<file path="src/rtl/bomb_ctrl.sv">
// bomb_ctrl: single-bomb sequencer for a two-player tile game.
//
// Both players request bombs with drop levels; rising edges latch a pending
// flag per player. One bomb exists at a time: it sits on its tile for the
// fuse time, then a clamped 3x3-tile blast damages any player box touching
// it (at most one hit per player per blast), then a dead cool-down follows.
//
// Ports
//   frame_clk                 clock, one tick per video frame
//   Reset                     asynchronous, active low
//   drop1, drop2              bomb request levels per player
//   p1X, p1Y, p2X, p2Y        player top-left pixel positions (18x26 sprites)
//   bombX/Y, bombXS/YS        hazard rectangle origin and extent
//   armed, blast              phase indicators
//   owner                     0 = player 1, 1 = player 2
//   hit1, hit2                one-cycle damage pulses
//   heart1, heart2            remaining lives
//   game_over                 either heart counter at 0
//
// state | meaning
// IDLE  | no bomb; grants a pending request unless the game is over
// ARMED | bomb on its tile, fuse burning
// BLAST | 3x3-tile blast is lethal
// COOL  | dead frames before the next bomb may be granted
module bomb_ctrl #(
   parameter int FUSE_FRAMES  = 120,
   parameter int BLAST_FRAMES = 30,
   parameter int COOL_FRAMES  = 15,
   parameter int TILE         = 32
) (
   input  logic       frame_clk,
   input  logic       Reset,
   input  logic       drop1,
   input  logic       drop2,
   input  logic [9:0] p1X,
   input  logic [9:0] p1Y,
   input  logic [9:0] p2X,
   input  logic [9:0] p2Y,
   output logic [9:0] bombX,
   output logic [9:0] bombY,
   output logic [9:0] bombXS,
   output logic [9:0] bombYS,
   output logic       armed,
   output logic       blast,
   output logic       owner,
   output logic       hit1,
   output logic       hit2,
   output logic [2:0] heart1,
   output logic [2:0] heart2,
   output logic       game_over
);

   typedef enum logic [1:0] {IDLE, ARMED, BLAST, COOL} state_t;

   localparam logic [9:0]  TILE_MASK = ~10'(TILE - 1);
   localparam logic [10:0] T1        = 11'(TILE);
   localparam logic [10:0] T2        = 11'(2 * TILE);
   localparam logic [10:0] T3        = 11'(3 * TILE);
   localparam logic [10:0] EDGE_MIN  = 11'd32;
   localparam logic [10:0] SPR_W     = 11'd18;
   localparam logic [10:0] SPR_H     = 11'd26;

   state_t      state, state_nxt;
   logic [15:0] cnt;
   logic        drop1_q, drop2_q;
   logic        pend1, pend2;
   logic        last_grant;
   logic        stick1, stick2;
   logic        grant1, grant2;
   logic        fire1, fire2;
   logic [9:0]  tile_x, tile_y;
   logic [10:0] tile_x11, tile_y11;
   logic [10:0] org_x, org_y, ext_x, ext_y;
   logic        over1, over2;

   assign game_over = (heart1 == 3'd0) || (heart2 == 3'd0);
   assign armed     = (state == ARMED);
   assign blast     = (state == BLAST);

   always_comb begin
      state_nxt = state;
      grant1    = 1'b0;
      grant2    = 1'b0;
      unique case (state)
         IDLE: begin
            if (!game_over) begin
               // On a tie the player not served last wins.
               if (pend1 && pend2) begin
                  grant1 = last_grant;
                  grant2 = ~last_grant;
               end else begin
                  grant1 = pend1;
                  grant2 = pend2;
               end
               if (pend1 || pend2) state_nxt = ARMED;
            end
         end
         ARMED: if (cnt == 16'(FUSE_FRAMES - 1))  state_nxt = BLAST;
         BLAST: if (cnt == 16'(BLAST_FRAMES - 1)) state_nxt = COOL;
         COOL:  if (cnt == 16'(COOL_FRAMES - 1))  state_nxt = IDLE;
      endcase
   end

   // Blast square, clamped at the low edge so the far edge never moves.
   always_comb begin
      tile_x11 = {1'b0, tile_x};
      tile_y11 = {1'b0, tile_y};
      org_x    = (tile_x11 < T1 + EDGE_MIN) ? EDGE_MIN : tile_x11 - T1;
      org_y    = (tile_y11 < T1 + EDGE_MIN) ? EDGE_MIN : tile_y11 - T1;
      ext_x    = (tile_x11 < T1 + EDGE_MIN) ? tile_x11 + T2 - EDGE_MIN : T3;
      ext_y    = (tile_y11 < T1 + EDGE_MIN) ? tile_y11 + T2 - EDGE_MIN : T3;
   end

   always_comb begin
      bombX  = '0;
      bombY  = '0;
      bombXS = '0;
      bombYS = '0;
      if (state == ARMED) begin
         bombX  = tile_x;
         bombY  = tile_y;
         bombXS = 10'(TILE);
         bombYS = 10'(TILE);
      end else if (state == BLAST) begin
         bombX  = org_x[9:0];
         bombY  = org_y[9:0];
         bombXS = ext_x[9:0];
         bombYS = ext_y[9:0];
      end
   end

   // 11-bit compares: sprite and blast far edges can pass 1023.
   always_comb begin
      over1 = ({1'b0, p1X} < org_x + ext_x) && (org_x < {1'b0, p1X} + SPR_W) &&
              ({1'b0, p1Y} < org_y + ext_y) && (org_y < {1'b0, p1Y} + SPR_H);
      over2 = ({1'b0, p2X} < org_x + ext_x) && (org_x < {1'b0, p2X} + SPR_W) &&
              ({1'b0, p2Y} < org_y + ext_y) && (org_y < {1'b0, p2Y} + SPR_H);
      fire1 = (state == BLAST) && over1 && !stick1;
      fire2 = (state == BLAST) && over2 && !stick2;
   end

   always_ff @(posedge frame_clk or negedge Reset) begin
      if (!Reset) begin
         state      <= IDLE;
         cnt        <= '0;
         drop1_q    <= 1'b0;
         drop2_q    <= 1'b0;
         pend1      <= 1'b0;
         pend2      <= 1'b0;
         last_grant <= 1'b1;
         owner      <= 1'b0;
         tile_x     <= '0;
         tile_y     <= '0;
         stick1     <= 1'b0;
         stick2     <= 1'b0;
         hit1       <= 1'b0;
         hit2       <= 1'b0;
         heart1     <= 3'd3;
         heart2     <= 3'd3;
      end else begin
         state   <= state_nxt;
         cnt     <= (state_nxt != state) ? 16'd0 : cnt + 16'd1;
         drop1_q <= drop1;
         drop2_q <= drop2;
         // A pending flag ignores further edges until it is granted.
         pend1   <= pend1 ? ~grant1 : (drop1 & ~drop1_q);
         pend2   <= pend2 ? ~grant2 : (drop2 & ~drop2_q);
         if (grant1 || grant2) begin
            owner      <= grant2;
            last_grant <= grant2;
            tile_x     <= (grant2 ? p2X : p1X) & TILE_MASK;
            tile_y     <= (grant2 ? p2Y : p1Y) & TILE_MASK;
         end
         if (state_nxt == BLAST && state != BLAST) begin
            stick1 <= 1'b0;
            stick2 <= 1'b0;
         end
         hit1 <= fire1;
         hit2 <= fire2;
         if (fire1) begin
            stick1 <= 1'b1;
            if (heart1 != 3'd0) heart1 <= heart1 - 3'd1;
         end
         if (fire2) begin
            stick2 <= 1'b1;
            if (heart2 != 3'd0) heart2 <= heart2 - 3'd1;
         end
      end
   end

endmodule

</file>
<file path="config.mk">
export PLATFORM = sky130hd
export DESIGN_NAME = bomb_ctrl
export DESIGN_NICKNAME = d
export VERILOG_FILES = /design/src/rtl/bomb_ctrl.sv
export SDC_FILE = /design/constraint.sdc
export NUM_CORES = 1
export LEC_CHECK = 0
export CORE_MARGIN = 8
export CORE_UTILIZATION = 55
export CTS_CLUSTER_SIZE = 40
export DETAILED_ROUTE_END_ITERATION = 8
export DONT_BUFFER_PORTS = 1
export PLACE_DENSITY = 0.77
export SLEW_MARGIN = 10
export SYNTH_ARGS = -nofsm -noshare
export SYNTH_HDL_FRONTEND = slang
export SYNTH_SLANG_ARGS = --single-unit
</file>
<file path="constraint.sdc">
create_clock -name frame_clk -period 4.7 [get_ports frame_clk]
set_input_delay 0.235 -clock frame_clk [delete_from_list [all_inputs] [get_ports frame_clk]]
set_output_delay 0.235 -clock frame_clk [all_outputs]
set_load 0.05 [all_outputs]
</file>
==> metrics.cfg <==
[floorplan]
die_h_um=105
rows=32
dieArea_um2=10900
core_um2=7650
num_io_pins=96
initial_utilization=0.563
die_x_um=105

[critical_path]
critPathKind=register to register
cp-start-kind=register
crit_path_end_kind=register
cp_max_fo=6
required_ns=4.92
cp.arrival_ns=4.33

[clock_network]
clk_pin_slew_ns=0.08
cts_buffers=5
clockBufferDepth=2
htree_levels=2
cts_sinks=44
clockRootBuffer=clkbuf_8
post_cts_buffers=0
insertion_delay_ns=0.29
cts_tree=built

[timing]
tns_ns=0
fin_crit_ns=4.11
fmax_mhz=244
finalHoldViolCount=0
setup_ws_ns=0.594
final-setup-viol-count=0
rsz0062_at_grt=no
skew_ns=0.00529
final_max_slew_viol_count=0
max-slew-margin-rel=0.250
tightestPinTransition_ns=1.13
period_share=0.874

[layout]
instances_no_fill=606
antennaDiodeCount=0
nets=609
area_growth_pct=4.09
drive_above_1_share=0.0714
utilization=0.587

[pwr]
power.density_nw_per_um2=210
ir_drop_mv=0.197
p_leak_nw=2.18
p_seq_frac=0.423
p_sw_mw=0.324
comb_power_share=0.319
internal_power_mw=0.617
power_frac_clock=0.258
power_mw=0.941
power_switching_share=0.344

[global_routing]
grt_max_degree=45
antenna_found_initial=0
grt_first_pass_wirelength_um=16700
grt_pass1_vias=3391
grt_use_total=0.185
overflow=0

[logic_synthesis]
syn_inst=497
synth.area.mux_share=0.0424
syn_avg_cell_area_um2=8.67
synth_xor_area_frac=0.0894
ys.flop_type=dfrtp_1
ys_seq_elements=44
yosysUniqueCellTypes=61
synth_compound_area_frac=0.159
synth_top_family_by_area=simple AND/OR/NAND/NOR gates
ys_async_sr_fraction=1.00
synth_adder_area_share=0.183
synth-warning-count=0
syn_area_um2=4310
synth-edff-count=0
ys_seq_area_frac=0.257
synthSimpleGateAreaFrac=0.189

[run_status]
outcome=completed

[run]
drv_cap=0

[hold_path]
hold_path.class=input pin to register

[route]
via_count=3414
vias_per_cell=5.63
dr.pass1.iters=4
drt_wl_total_um=10100
drc_errors=0
ant_nets=0
wl_per_cell_um=16.6
drt_iter0_markers=131

[place]
numPortBuffers=0
placed_cells=594
gp_congestion=0.911
dp_slack_ns=0.601
dp_hpwl_um=8370

-- per-stage QoR --
stage	hold WS, ns	cell area [µm²]
floorplan	-0.0606	4420
global placement	-0.0583	4340
detailed placement	-0.0588	4340
CTS	0.0997	4490
global route	0.122	4490
finish	0.102	4490
-- final timing paths --
check	end	depth (start not counted)	slack, ns	from
max	heart1[1]	15	0.59	tile_x[5]
max in group asynchronous	heart2[0]	2	4.05	Reset
max reg2reg	heart1[1]	15	0.59	tile_x[5]
min	pend1	2	0.10	drop1
min reg2reg	pend1	1	0.46	drop1_q
min in group asynchronous	tile_y[8]	2	0.39	Reset
-- flip-flops by register name, indices dropped and copies added (netlist names), 2 cells and up --
signal	cells
cnt	16
tile_x	5
heart1	3
tile_y	5
heart2	3
state	2
-- kinds of logic (layout without fill, tap and decap cells) --
logic type,Yosys count,in the layout
buffers and inverters,64,42
XOR/XNOR,44,44
other,1,30
AND/OR/NAND/NOR,167,167
flip-flops,44,44
adder cells (fa/ha/maj),63,63
AO/OA/AOI/OAI,96,96
multiplexers,18,18
-- cell usage in the layout (no fill, tap or decap), types with 9 or more instances in the layout --
cell type   n
a21oi_1    27
a22o_1      9
conb_1     30
dfrtp_1    39
ha_1       62
inv_1      27
mux2i_1    16
nand2_1    33
nand3_1    14
nor2_1     62
nor3_1      9
o21ai_0    18
xnor2_1    28
xor2_1     16
-- power by group through the flow --
stage | Clock (mW) | Sequential (mW) | Combinational (mW)
2_1_floorplan | 0 | 0.398 | 0.262
3_3_place_gp | 0 | 0.404 | 0.278
3_5_place_dp | 0 | 0.405 | 0.286
4_1_cts | 0.253 | 0.397 | 0.300
5_1_grt | 0.265 | 0.399 | 0.340
6_report | 0.243 | 0.398 | 0.300
-- timing repair --
item                                    CTS  global route
endpoints found under the setup margin    0             0
endpoints found under the hold margin    46             0
hold buffers                              4             0
resized for setup                         0             0
-- synthesized netlist by cell type, drive strengths merged (2+ instances only) --
cell type	number	area, µm²
o41ai	2	32.5
and4	2	17.5
xnor2	28	245
buf	27	201
and2	4	25.0
or2	2	12.5
xor2	16	140
nor2	62	233
a22oi	2	15.0
mux2	2	22.5
nor2b	7	43.8
a41o	3	30.0
a211o	3	26.3
dfstp	5	131
a22o	11	98.9
a2111oi	2	36.3
a211oi	3	27.5
nor3b	3	27.5
or3b	2	17.5
inv	27	101
nand3	14	70.1
dfrtp	39	976
ha	62	776
a221oi	2	17.5
o211ai	2	15.0
nor4	2	12.5
nand4	5	31.3
or3	2	12.5
a21o	4	30.0
a21oi	27	135
nand2	33	124
o21ai	18	90.1
nand2b	8	50.1
mux2i	16	160
nor3	12	71.3
o21a	8	60.1
and3	4	25.0
clkbuf	10	37.5
-- final cells by class --
| cell class | count | area (µm²) |
|---|---|---|
| clock inverter | 1 | 7.51 |
| tap | 102 | 128 |
| timing repair buffer | 7 | 72.6 |
| sequential | 44 | 1110 |
| inverter | 27 | 101 |
| multi-input combinational | 418 | 2980 |
| fill | 694 | 3160 |
| clock buffer | 7 | 86.3 |
-- critical path: stages, from the launching register on --
cell and delay [ns]:
dfrtp_1 0.43, inv_1 0.20, ha_1 0.25, or3b_2 0.47, nand2_1 0.15, ha_1 0.27
a32o_1 0.25, nor2_1 0.12, xnor2_1 0.16, ha_1 0.26, o21ai_0 0.08, a21oi_1 0.05
or2_2 0.29, maj3_2 0.34, a2111oi_4 0.48, mux2i_1 0.24
-- per-layer routing --
layer  track usage  share of wire
met1         0.224           0.43
met2         0.316           0.48
met3        0.0434          0.073
met4        0.0548          0.014
met5             0              0
Note: power is estimated with default switching activity, not from simulation.
